==> src/rtl/vga_timing_pkg.sv <==
// Default 640x480@60 timing constants and the helpers that derive the
// horizontal and vertical totals from them.
package vga_timing_pkg;

  localparam int DEF_H_ACTIVE = 640;
  localparam int DEF_H_FP     = 16;
  localparam int DEF_H_SYNC   = 96;
  localparam int DEF_H_BP     = 48;

  localparam int DEF_V_ACTIVE = 480;
  localparam int DEF_V_FP     = 10;
  localparam int DEF_V_SYNC   = 2;
  localparam int DEF_V_BP     = 33;

  localparam int DEF_CW       = 12;

  function automatic int h_total(input int active, input int fp, input int sync, input int bp);
    return active + fp + sync + bp;
  endfunction

  function automatic int v_total(input int active, input int fp, input int sync, input int bp);
    return active + fp + sync + bp;
  endfunction

endpackage

==> src/rtl/vga_axis_counter.sv <==
// Modulo-N counter for one display axis; wrap_o flags the enabled cycle
// on which the count returns from MODULUS-1 to zero.
module vga_axis_counter #(
  parameter int CW      = 12,
  parameter int MODULUS = 800
) (
  input  logic          clk_i,
  input  logic          rst_ni,
  input  logic          en_i,
  output logic [CW-1:0] count_o,
  output logic          wrap_o
);

  localparam logic [CW-1:0] LAST = CW'(MODULUS - 1);

  logic [CW-1:0] count_q;
  logic [CW-1:0] count_d;

  // wrap_o is left combinational so the next axis can chain off it in the same cycle
  assign wrap_o  = en_i && (count_q == LAST);
  assign count_o = count_q;

  // Next count: hold, wrap to zero, or step by one
  always_comb begin
    count_d = count_q;
    if (!en_i) begin
      count_d = count_q;
    end else if (wrap_o) begin
      count_d = {CW{1'b0}};
    end else begin
      count_d = count_q + CW'(1);
    end
  end

  // Count register
  always_ff @(posedge clk_i or negedge rst_ni) begin
    if (!rst_ni) begin
      count_q <= {CW{1'b0}};
    end else begin
      count_q <= count_d;
    end
  end

endmodule

==> src/rtl/vga_timing_gen.sv <==
// VGA sync/active-region timing generator with registered outputs.
// Optional build macro VGA_TIMING_FRAME_CNT_EN adds an 8-bit frame counter port.
module vga_timing_gen
  import vga_timing_pkg::*;
#(
  parameter int H_ACTIVE  = DEF_H_ACTIVE,
  parameter int H_FP      = DEF_H_FP,
  parameter int H_SYNC    = DEF_H_SYNC,
  parameter int H_BP      = DEF_H_BP,
  parameter int V_ACTIVE  = DEF_V_ACTIVE,
  parameter int V_FP      = DEF_V_FP,
  parameter int V_SYNC    = DEF_V_SYNC,
  parameter int V_BP      = DEF_V_BP,
  parameter int HSYNC_POL = 0,
  parameter int VSYNC_POL = 0,
  parameter int CW        = DEF_CW
) (
  input  logic          clk,
  input  logic          rst,
  input  logic          pix_ce,
  output logic          hsync,
  output logic          vsync,
  output logic          video_active,
  output logic [CW-1:0] x,
  output logic [CW-1:0] y,
  output logic          line_start,
  output logic          frame_start
`ifdef VGA_TIMING_FRAME_CNT_EN
  ,
  output logic [7:0]    frame_cnt
`endif
);

  localparam int H_TOTAL = h_total(H_ACTIVE, H_FP, H_SYNC, H_BP);
  localparam int V_TOTAL = v_total(V_ACTIVE, V_FP, V_SYNC, V_BP);

  if (H_TOTAL > (2 ** CW) || V_TOTAL > (2 ** CW)) begin : g_cw_too_small
    $error("vga_timing_gen: CW too narrow for H_TOTAL/V_TOTAL");
  end

  // One extra bit so region bounds equal to 2^CW still compare correctly
  localparam logic [CW:0] HA_END = (CW+1)'(H_ACTIVE);
  localparam logic [CW:0] HS_BEG = (CW+1)'(H_ACTIVE + H_FP);
  localparam logic [CW:0] HS_END = (CW+1)'(H_ACTIVE + H_FP + H_SYNC);
  localparam logic [CW:0] VA_END = (CW+1)'(V_ACTIVE);
  localparam logic [CW:0] VS_BEG = (CW+1)'(V_ACTIVE + V_FP);
  localparam logic [CW:0] VS_END = (CW+1)'(V_ACTIVE + V_FP + V_SYNC);
  localparam logic        H_ON   = 1'(HSYNC_POL);
  localparam logic        V_ON   = 1'(VSYNC_POL);

  logic [CW-1:0] hcount_s, vcount_s;
  logic          h_wrap_s, v_wrap_s, v_en_s;

  vga_axis_counter #(.CW(CW), .MODULUS(H_TOTAL)) u_hcnt (
    .clk_i(clk), .rst_ni(rst), .en_i(pix_ce), .count_o(hcount_s), .wrap_o(h_wrap_s)
  );

  assign v_en_s = pix_ce && h_wrap_s;

  vga_axis_counter #(.CW(CW), .MODULUS(V_TOTAL)) u_vcnt (
    .clk_i(clk), .rst_ni(rst), .en_i(v_en_s), .count_o(vcount_s), .wrap_o(v_wrap_s)
  );

  logic          hsync_q, hsync_d, vsync_q, vsync_d;
  logic          active_q, active_d, ls_q, ls_d, fs_q, fs_d;
  logic [CW-1:0] x_q, x_d, y_q, y_d;

  // Decode the current counter position into next output values
  always_comb begin
    active_d = ({1'b0, hcount_s} < HA_END) && ({1'b0, vcount_s} < VA_END);
    x_d      = {CW{1'b0}};
    y_d      = {CW{1'b0}};
    if (active_d) begin
      x_d = hcount_s;
      y_d = vcount_s;
    end else begin
      x_d = {CW{1'b0}};
      y_d = {CW{1'b0}};
    end
    hsync_d = (({1'b0, hcount_s} >= HS_BEG) && ({1'b0, hcount_s} < HS_END)) ? H_ON : ~H_ON;
    vsync_d = (({1'b0, vcount_s} >= VS_BEG) && ({1'b0, vcount_s} < VS_END)) ? V_ON : ~V_ON;
    ls_d    = (hcount_s == {CW{1'b0}});
    fs_d    = ls_d && (vcount_s == {CW{1'b0}});
  end

  // Output registers, advanced only on pixel-enable cycles
  always_ff @(posedge clk or negedge rst) begin
    if (!rst) begin
      hsync_q  <= ~H_ON;
      vsync_q  <= ~V_ON;
      active_q <= 1'b0;
      x_q      <= {CW{1'b0}};
      y_q      <= {CW{1'b0}};
      ls_q     <= 1'b0;
      fs_q     <= 1'b0;
    end else if (pix_ce) begin
      hsync_q  <= hsync_d;
      vsync_q  <= vsync_d;
      active_q <= active_d;
      x_q      <= x_d;
      y_q      <= y_d;
      ls_q     <= ls_d;
      fs_q     <= fs_d;
    end
  end

  assign hsync        = hsync_q;
  assign vsync        = vsync_q;
  assign video_active = active_q;
  assign x            = x_q;
  assign y            = y_q;
  assign line_start   = ls_q;
  assign frame_start  = fs_q;

`ifdef VGA_TIMING_FRAME_CNT_EN
  logic [7:0] frame_cnt_q;

  // Count completed frames, wrapping naturally at 8 bits
  always_ff @(posedge clk or negedge rst) begin
    if (!rst) begin
      frame_cnt_q <= 8'd0;
    end else if (v_wrap_s) begin
      frame_cnt_q <= frame_cnt_q + 8'd1;
    end
  end

  assign frame_cnt = frame_cnt_q;
`endif

endmodule
==> config.mk <==
export PLATFORM = sky130hd
export DESIGN_NAME = vga_timing_gen
export DESIGN_NICKNAME = d
export VERILOG_FILES = /design/src/rtl/vga_timing_pkg.sv /design/src/rtl/vga_axis_counter.sv /design/src/rtl/vga_timing_gen.sv
export SDC_FILE = /design/constraint.sdc
export NUM_CORES = 1
export LEC_CHECK = 0
export ABC_AREA = 0
export BUFFER_PORTS_ARGS = -buffer_cell sky130_fd_sc_hd__buf_2
export CELL_PAD_IN_SITES_DETAIL_PLACEMENT = 1
export CELL_PAD_IN_SITES_GLOBAL_PLACEMENT = 2
export CORE_UTILIZATION = 37
export DETAILED_ROUTE_END_ITERATION = 7
export HOLD_SLACK_MARGIN = 0.02
export PLACE_DENSITY = 0.84
export SLEW_MARGIN = 20
export SYNTH_ARGS = -nofsm -noshare
export SYNTH_HDL_FRONTEND = slang
export SYNTH_SLANG_ARGS = --single-unit
export TNS_END_PERCENT = 1
==> constraint.sdc <==
create_clock -name clk -period 2.18 [get_ports clk]
set_input_delay 0.436 -clock clk [delete_from_list [all_inputs] [get_ports clk]]
set_output_delay 0.436 -clock clk [all_outputs]
set_load 0.03 [all_outputs]
==> out/results.ini, run 1 <==
[setup_path]
worstPathArrival_ns = 2.31
worst-path-buf-inv = 0
critPathTopFamily = simple AND/OR/NAND/NOR gates
max_stage_delay_ns = 0.57
slowest_stage = or4_4
timing.rr.start = u_hcnt.count_o[6]$_DFFE_PN0P_
critPathMaxFanout = 6
worstRegToRegCells = 4
critPathRequiredTime_ns = 2.40
path_cells = or3_1 -> or4_4 -> nor4_2 -> xor2_1
ff2ff_setup_slack_ns = 0.09
cp-end-kind = flop
crit_type = reg -> reg
r2r-end = u_vcnt.count_o[10]$_DFFE_PN0P_
startpoint_type = flop

[synthesis]
async_flop_share = 1.00
synthFlopType = dfrtp_1
synthTopCellsByArea = dfrtp_1, a22o_1, xnor2_1, nor2_1, nand3_1
syn_nets = 212
synth_warnings = 0
synthCells = 205
ys_seq_area_frac = 0.574
synth_top_cell_area_share = 0.552
ys_types = 38
synth_top_area_cell = dfrtp_1
syn_area_sq_um = 2310
synth_area_per_cell_sq_um = 11.3
synth_seq_cells = 53
synth-edff-count = 0

[grt]
grt_usage = 0.183
grt_pass1_vias = 1778
grt_max_degree = 23
gr-total-overflow = 0
grt_pass1_wl_um = 8980
antenna_found_initial = 0

[pwr]
switching_power_w = 0.000724
seqPwrFrac = 0.536
power-per-cell-area_nw_per_um2 = 826
vdd_drop_max_mv = 0.376
combPwrFrac = 0.215
internal_power_w = 0.00150
swShare = 0.325
p_leak_nw = 1.27
clkPwrFrac = 0.249

[floorplan]
num_rows = 28
ios = 32
fp.dieW_um = 81.1
coreArea_sq_um = 5990
initial_utilization = 0.386
die_area_sq_um = 6570
die_h_um = 81.1

[clock_tree]
cts_tree = yes
cts.repair.resized = 0
htreeDepth = 2
cts-hold-fix-buffers = 0
post_cts.repair.setup_buffers = 0
cts_root_buf = clkbuf_8
worstSkewPairLatency_ns = 0.30
numCtsBuffers = 5
cts.sinks = 53
clk_pin_slew_worst_paths_ns = 0.09
clk_path_buf_depth = 2

[cells_and_area]
antenna_cells = 0
syn2layout_area_growth_pct = 16.3
final_cell_area_sq_um = 2690
drive_above_1_share = 0.225
fill_cells = 680
nets = 250

[drt]
routedWlPerCell_um = 16.7
initialDrtViolationCount = 76
vias = 1725
dr.pass1.iters = 4
drtAntennaViolNets = 0
totalWireLength_um = 5330
vias_per_cell = 5.41
drc = 0

[sta]
hold_ws_ns = 0.0941
finalCritPeriodShare = 0.958
fin_skew_ns = 0.00646
setup_tns_ns = 0
finalCriticalPeriod_ns = 2.09
finalSetupViolCount = 0
fmax_mhz = 479
worst_pin_slew_ns = 0.501
relSlewSlack = 0.661
rsz0062_at_grt = no
slew_violations = 0
finalHoldViolCount = 0

[placement]
dp_hpwl_um = 3940
place_area_sq_um = 2600
gp_congestion = 0.825
portBuffers = 31

[outcome]
status = complete, no violations

[job]
drv_cap = 0

[worst_hold_path]
hp-class = in -> async

==> layout make-up <==
type                       count  area (sq um)  area share
inverter                       8          30.0      0.0112
sequential                    53          1330       0.494
timing repair buffer          41           243      0.0902
clock inverter                 2          15.0     0.00558
tap                           75          93.8      0.0349
clock buffer                   6          72.6      0.0270
multi-input combinational    134           908       0.338
==> worst register-to-register path: stages, from the launching register on <==
cell,delay (ns)
dfrtp_1,0.45
or3_1,0.45
or4_4,0.57
nor4_2,0.34
xor2_1,0.21
==> power groups by stage <==
stage	Sequential, W	Clock [W]	Combinational, W
6_report	0.00119	0.000554	0.000478
5_1_grt	0.00121	0.000603	0.000546
4_1_cts	0.00119	0.000572	0.000487
3_5_place_dp	0.00121	0	0.000484
3_3_place_gp	0.00121	0	0.000473
2_1_floorplan	0.00128	0	0.000226
==> per-stage QoR <==
step           power, W  setup WS, ns  std cells   util
2_1_floorplan   0.00151         0.167        205      -
3_3_place_gp    0.00168         0.137        311  0.435
3_5_place_dp    0.00170       0.00569        311  0.435
4_1_cts         0.00225        0.0801        319  0.449
5_1_grt         0.00236        0.0116        319  0.449
6_report        0.00222        0.0915        319  0.449
==> synth_stat cells (2+ instances only) <==
library cell  instances
nand4_1              10
dfrtp_1              51
nand3_1              13
a22o_1               19
nor2b_1               5
nand2b_1              2
xor2_1                3
clkbuf_1              8
nor3_1                4
xnor2_1              12
nor2_1               20
ha_1                  4
nand2_1               9
a21oi_1               4
mux2_1                2
dfstp_2               2
nor4_1                4
o21ai_1               3
a31oi_1               2
o21ai_0               2
or3_1                 2
inv_1                 8
==> per-layer routing <==
| layer | wire (um) | GRT usage | vias to the layer above |
|---|---|---|---|
| met4 | 87 | 0.0661 | 0 |
| met2 | 2470 | 0.288 | 33 |
| met5 | 0 | 0 | - |
| met3 | 182 | 0.0371 | 10 |
| met1 | 2590 | 0.247 | 874 |
| li1 | - | - | 808 |
==> cell families after synthesis <==
group,count (synthesis),share of synthesized area
muxes,3,0.0146
xor gates and xnor gates,15,0.0568
adders and majority gates,4,0.0216
buffers and inverters,18,0.0330
AOI/OAI and AO/OA,33,0.108
DFF,53,0.574
and+or+nand+nor,79,0.191
==> cell usage in the layout, fill, tap and decap left out, drive strengths merged, types with 3 or more instances in the layout <==
| master | count |
|---|---|
| clkbuf | 6 |
| nand2 | 9 |
| o21ai | 5 |
| nor2 | 20 |
| a21oi | 4 |
| xnor2 | 12 |
| a22o | 19 |
| inv | 8 |
| xor2 | 3 |
| nor2b | 5 |
| buf | 41 |
| nor4 | 6 |
| nand3 | 13 |
| nand4 | 10 |
| ha | 4 |
| dfrtp | 51 |
| mux2 | 3 |
| nor3 | 4 |
==> registers in the layout, indices dropped and copies added, names as in the netlist <==
name / flops
y: 12
video_active: 1
u_vcnt.count_o: 12
hsync: 1
vsync: 1
x: 12
line_start: 1
frame_start: 1
u_hcnt.count_o: 12
==> worst max path at each step <==
stage,from,to,slack (ns),cells past startpoint
3_5_place_dp,pix_ce,u_vcnt.count_o[10]$_DFFE_PN0P_,0.006,5
4_1_cts,u_hcnt.count_o[6]$_DFFE_PN0P_,u_vcnt.count_o[10]$_DFFE_PN0P_,0.08,4
3_3_place_gp,pix_ce,u_vcnt.count_o[10]$_DFFE_PN0P_,0.14,5
6_report,u_hcnt.count_o[6]$_DFFE_PN0P_,u_vcnt.count_o[10]$_DFFE_PN0P_,0.09,4
2_1_floorplan,pix_ce,u_vcnt.count_o[10]$_DFFE_PN0P_,0.17,5
5_1_grt,u_hcnt.count_o[6]$_DFFE_PN0P_,u_vcnt.count_o[10]$_DFFE_PN0P_,0.01,4
(Power assumes the default switching activity.)
==> run 2: changes to the inputs <==
--- a/config.mk
+++ b/config.mk
@@ -5,11 +5,11 @@
 export SDC_FILE = /design/constraint.sdc
 export NUM_CORES = 1
 export LEC_CHECK = 0
-export ABC_AREA = 0
+export ABC_AREA = 1
 export BUFFER_PORTS_ARGS = -buffer_cell sky130_fd_sc_hd__buf_2
 export CELL_PAD_IN_SITES_DETAIL_PLACEMENT = 1
 export CELL_PAD_IN_SITES_GLOBAL_PLACEMENT = 2
-export CORE_UTILIZATION = 37
+export CORE_UTILIZATION = 34
 export DETAILED_ROUTE_END_ITERATION = 7
 export HOLD_SLACK_MARGIN = 0.02
 export PLACE_DENSITY = 0.84
==> run 2 against run 1 <==
  * Fmax is 27% higher
  * Combinational power is 34% lower
  * Count of clock-buffer cells in the layout is 1 lower
  * Largest cell class unchanged
==> out/results.ini, run 2 <==
[outcome]
status = complete, no violations

[sta]
finalHoldViolCount = 0
finalSetupViolCount = 0
finalCriticalPeriod_ns = 1.65
setup_tns_ns = 0
finalCritPeriodShare = 0.755
hold_ws_ns = 0.0298
fin_skew_ns = 0.0113
worst_pin_slew_ns = 0.407
slew_violations = 0
rsz0062_at_grt = no
relSlewSlack = 0.728
fmax_mhz = 607

[synthesis]
synthTopCellsByCount = nand2_1, dfrtp_1, inv_1
synthTopCellsByArea = dfrtp_1, nand2_1, inv_1, nor2_1, o21ai_0
synth-edff-count = 0
synthFlopType = dfrtp_1
synth_warnings = 0
ys_seq_area_frac = 0.519
synth_top_area_cell = dfrtp_1
yosysMostFrequentCell = nand2_1
synth_top_cell_area_share = 0.498
synthCells = 311
synth_seq_cells = 53
async_flop_share = 1.00
synth_area_per_cell_sq_um = 8.24
syn_nets = 318
syn_area_sq_um = 2560
ys_types = 29

[setup_path]
worstRegToRegCells = 8
cp-end-kind = flop
timing.rr.start = u_hcnt.count_o[1]$_DFFE_PN0P_
startpoint_type = flop
setup.worst_path.start = u_hcnt.count_o[1]$_DFFE_PN0P_
critPathMaxFanout = 10
critPathRequiredTime_ns = 2.39
crit_type = reg -> reg
worstPathArrival_ns = 1.85

[placement]
dp_hpwl_um = 5120
portBuffers = 31
gp_congestion = 0.825

[grt]
grt_pass1_wl_um = 11000
gr-total-overflow = 0
grt_max_degree = 23
antenna_found_initial = 0
grt_pass1_vias = 2195
grt_usage = 0.185

[floorplan]
die_area_sq_um = 7890
coreArea_sq_um = 7250
fp.dieW_um = 88.8
ios = 32
initial_utilization = 0.353
die_h_um = 88.8
num_rows = 31

[drt]
routedWlPerCell_um = 14.4
initialDrtViolationCount = 55
totalWireLength_um = 6410
drtAntennaViolNets = 0
vias = 2139
drc = 0
dr.pass1.iters = 4
vias_per_cell = 4.80

[pwr]
power-per-cell-area_nw_per_um2 = 704
p_leak_nw = 1.52
vdd_drop_max_mv = 0.266

[worst_hold_path]
hp-class = in -> async

[cells_and_area]
regArea_sq_um = 1330
final_common_cell = nand2_1
nets = 353
antenna_cells = 0
multi_input_area_sq_um = 1030
drive_above_1_share = 0.167
final_cell_mix = nand2_1, dfrtp_1, inv_1
fill_cells = 912
syn2layout_area_growth_pct = 14.6

[clock_tree]
clk_pin_slew_worst_paths_ns = 0.11
numCtsBuffers = 5
worstSkewPairLatency_ns = 0.31
cts_tree = yes
cts.sinks = 53
cts-hold-fix-buffers = 0
cts.repair.resized = 0
cts_root_buf = clkbuf_8
htreeDepth = 2
post_cts.repair.setup_buffers = 0
clk_path_buf_depth = 2

[job]
drv_cap = 0

run 2: cell count changes in the layout (fill, tap and decap cells not counted), moves of 5 or more:
cell,before,now
nor3_1,4,12
a22o_1,19,0
nand3_1,13,21
nor2b_1,5,0
inv_1,8,41
xor2_1,3,10
nand2_1,9,76
nor2_1,20,33
xnor2_1,12,0
o21ai_0,2,24
run 2: cells by family after synthesis:
logic type / after synthesis / share of synthesized area
xor gates and xnor gates: 10 / 0.0342
DFF: 53 / 0.519
adders and majority gates: 4 / 0.0195
buffers and inverters: 53 / 0.0811
and+or+nand+nor: 162 / 0.288
AOI/OAI and AO/OA: 29 / 0.0591
run 2: worst max-delay path: stages, from the launching register on:
cell	delay [ns]
dfrtp_1	0.40
ha_1	0.19
nand2_1	0.15
nor2_2	0.16
nand2_1	0.10
nor2_4	0.24
inv_1	0.12
nor2_1	0.11
nor2_1	0.05
run 2: area by class of cell:
type | instances | share of cell area
Sequential cell | 53 | 0.452
Tap cell | 99 | 0.0422
Multi-Input combinational cell | 205 | 0.349
Clock buffer | 5 | 0.0234
Inverter | 45 | 0.0575
Timing Repair Buffer | 36 | 0.0656
Clock inverter | 3 | 0.00980
run 2: worst paths after layout:
check,to,slack (ns)
setup / recovery,u_vcnt.count_o[9]$_DFFE_PN0P_,0.53
hold / removal,y[11]$_DFFE_PN0P_,0.03
setup reg to reg,u_vcnt.count_o[9]$_DFFE_PN0P_,0.53
hold reg to reg,x[9]$_DFFE_PN0P_,0.49
max in group asynchronous,hsync$_DFFE_PN1P_,1.47
min in group clk,x[10]$_DFFE_PN0P_,0.49
run 2: power by group:
group	leakage [nW]	internal (W)	switching [W]
Clock	0.0506	0.000241	0.000361
Sequential	0.683	0.00105	0.000102
Combinational	0.786	0.0000944	0.000222
run 2: layer usage:
metal | vias to the layer above | global-route usage | part of all wire
li1 | 1051 | - | -
met1 | 1055 | 0.226 | 0.45
met2 | 28 | 0.336 | 0.52
met3 | 5 | 0.0326 | 0.027
met4 | 0 | 0.0484 | 0.0066
met5 | - | 0 | 0
run 2: through the flow:
| stage | power, W | worst slack, ns | cell area (sq um) | instances | util |
|---|---|---|---|---|---|
| 2_1_floorplan | 0.00137 | 0.835 | 2560 | 311 | - |
| 4_1_cts | 0.00210 | 0.532 | 2940 | 446 | 0.405 |
| 5_1_grt | 0.00219 | 0.397 | 2940 | 446 | 0.405 |
| 6_report | 0.00207 | 0.533 | 2940 | 446 | 0.405 |
| 3_3_place_gp | 0.00147 | 0.505 | 2840 | 438 | 0.392 |
| 3_5_place_dp | 0.00149 | 0.366 | 2840 | 438 | 0.392 |
==> run 3: changes to the inputs <==
--- a/config.mk
+++ b/config.mk
@@ -9,10 +9,10 @@
 export BUFFER_PORTS_ARGS = -buffer_cell sky130_fd_sc_hd__buf_2
 export CELL_PAD_IN_SITES_DETAIL_PLACEMENT = 1
 export CELL_PAD_IN_SITES_GLOBAL_PLACEMENT = 2
-export CORE_UTILIZATION = 34
+export CORE_UTILIZATION = 31
 export DETAILED_ROUTE_END_ITERATION = 7
 export HOLD_SLACK_MARGIN = 0.02
-export PLACE_DENSITY = 0.84
+export PLACE_DENSITY = 0.81
 export SLEW_MARGIN = 20
 export SYNTH_ARGS = -nofsm -noshare
 export SYNTH_HDL_FRONTEND = slang
==> constraint.sdc (replaced) <==
create_clock -name clk -period 1.5 [get_ports clk]
set_input_delay 0.3 -clock clk [delete_from_list [all_inputs] [get_ports clk]]
set_output_delay 0.3 -clock clk [all_outputs]
set_load 0.03 [all_outputs]
==> run 3 against run 2 <==
  * Utilization increased by 0.39 points
  * Flip-flop and latch count is the same
  * Largest power group unchanged
  * Critical path type unchanged
  * Worst setup slack worse by 0.46 ns
  * Non-clock buffer count increased by 20
  * Routed wire length grew 4.4%
  * Design area rose by 9.2%
  * Count of clock-buffer cells in the layout is the same
  * Highest routed layer unchanged
  * Total power rose by 54%
  * Critical path depth is 1 higher
  * Fmax rose by 16%
  * Sequential power grew 44%
==> out/results.ini, run 3 (synthesized netlist as in run 2, its figures left out) <==
[floorplan]
coreArea_sq_um = 7850
num_rows = 32
ios = 32
die_area_sq_um = 8630
fp.dieW_um = 92.9
initial_utilization = 0.327
die_h_um = 92.9

[cells_and_area]
final_common_cell = nand2_1
final_cells = 470
drive_above_1_share = 0.261
syn2layout_area_growth_pct = 25.2
antenna_cells = 0
final_cell_mix = nand2_1, dfrtp_1, inv_1
fill_cells = 979
final_cell_area_sq_um = 3210
nets = 374

[placement]
place_area_sq_um = 2950
gp_congestion = 0.819
placed_cells = 453
portBuffers = 31
dp_hpwl_um = 5080
dp_slack_ns = -0.0485

[sta]
finalSetupViolCount = 0
fin_skew_ns = 0.0172
slew_violations = 0
worst_pin_slew_ns = 0.279
rsz0062_at_grt = yes
relSlewSlack = 0.814
fmax_mhz = 703
finalCritPeriodShare = 0.949
worst_slack_ns = 0.0767
finalCriticalPeriod_ns = 1.42
finalHoldViolCount = 0

[grt]
grt_pass1_wl_um = 11200
gr-total-overflow = 0
grt_usage = 0.167
antenna_found_initial = 0
grt_pass1_vias = 2280
grt_max_degree = 54

[drt]
vias = 2219
dr.pass1.iters = 4
totalWireLength_um = 6690
drc = 0
routedWlPerCell_um = 14.2
initialDrtViolationCount = 93
drtAntennaViolNets = 0
vias_per_cell = 4.72

[clock_tree]
htreeDepth = 2
clk_path_buf_depth = 2
cts_tree = yes
clk_pin_slew_worst_paths_ns = 0.12
numCtsBuffers = 5
cts.sinks = 53
worstSkewPairLatency_ns = 0.32
cts_root_buf = clkbuf_8

[pwr]
p_leak_nw = 1.63
vdd_drop_max_mv = 0.590
power-per-cell-area_nw_per_um2 = 992

[worst_hold_path]
hp-class = in -> reg

[setup_path]
cp-end-kind = flop
startpoint_type = flop
critPathMaxFanout = 8
crit_type = reg -> reg
critPathRequiredTime_ns = 1.71
worstPathArrival_ns = 1.63

[job]
drv_cap = 0

[outcome]
status = complete, no violations

## run 3: cell count changes in the layout (fill, tap and decap cells not counted), moves of 3 or more
cell and delta:
o21ai_0 -4, buf_4 +17, nor2_2 +6, nor3_2 +4, o21ai_1 +4, nand2_1 -3
nor3_1 -4, nor2_1 -7
## run 3: worst max-delay path: stages (launching register included)
cell     delay, ns
dfrtp_1       0.41
ha_4          0.16
nand2_4       0.06
nor2_4        0.11
nand3_2       0.09
nor3_4        0.16
buf_12        0.15
inv_4         0.04
nand2_1       0.06
nand2_1       0.06
## run 3: area by class of cell
class	count	area [sq um]	share of cell area
sequential	53	1330	0.414
multi-input combinational	206	1110	0.347
timing repair buffer	56	370	0.115
inverter	45	171	0.0534
tap	102	128	0.0398
clock buffer	5	68.8	0.0214
clock inverter	3	28.8	0.00897
## run 3: what timing repair did
action                                 CTS  global route
endpoints found under the hold margin   51             0
pin swaps                                5             7
setup endpoints to repair               11            28
setup buffers                            4             3
hold buffers                             1             0
cloned                                   0             1
gates resized for setup                  7            20
## run 3: power breakdown
part	internal, W	total [W]	leakage (nW)	switching (W)
combinational	0.000243	0.000638	0.899	0.000395
clock	0.000351	0.000882	0.0506	0.000531
sequential	0.00152	0.00166	0.681	0.000141
## run 3: final timing paths
kind,from,end,slack (ns),cells after the start
max,u_hcnt.count_o[0]$_DFFE_PN0P_,u_vcnt.count_o[2]$_DFFE_PN0P_,0.08,9
min,pix_ce,hsync$_DFFE_PN1P_,0.41,3
max reg2reg,u_hcnt.count_o[0]$_DFFE_PN0P_,u_vcnt.count_o[2]$_DFFE_PN0P_,0.08,9
min reg2reg,x[5]$_DFFE_PN0P_,x[5]$_DFFE_PN0P_,0.49,2
max in group asynchronous,rst,vsync$_DFFE_PN1P_,0.70,3
min in group asynchronous,rst,x[10]$_DFFE_PN0P_,0.50,3
## run 3: through the flow
stage | setup TNS, ns | power [W] | utilization | hold slack, ns
after floorplan | 0 | 0.00199 | - | 0.00441
after global placement | -0.00258 | 0.00222 | 0.375 | 0.318
after detailed placement | -0.235 | 0.00224 | 0.375 | 0.325
after CTS | 0 | 0.00318 | 0.397 | 0.396
after global routing | -0.0744 | 0.00338 | 0.409 | 0.440
final | 0 | 0.00318 | 0.409 | 0.412
## run 3: per-layer routing
layer,wire [um],GRT usage,vias to the layer above
li1,-,-,1093
met1,3100,0.214,1091
met2,3380,0.295,31
met3,157,0.0246,4
met4,61,0.0385,0
met5,0,0,-
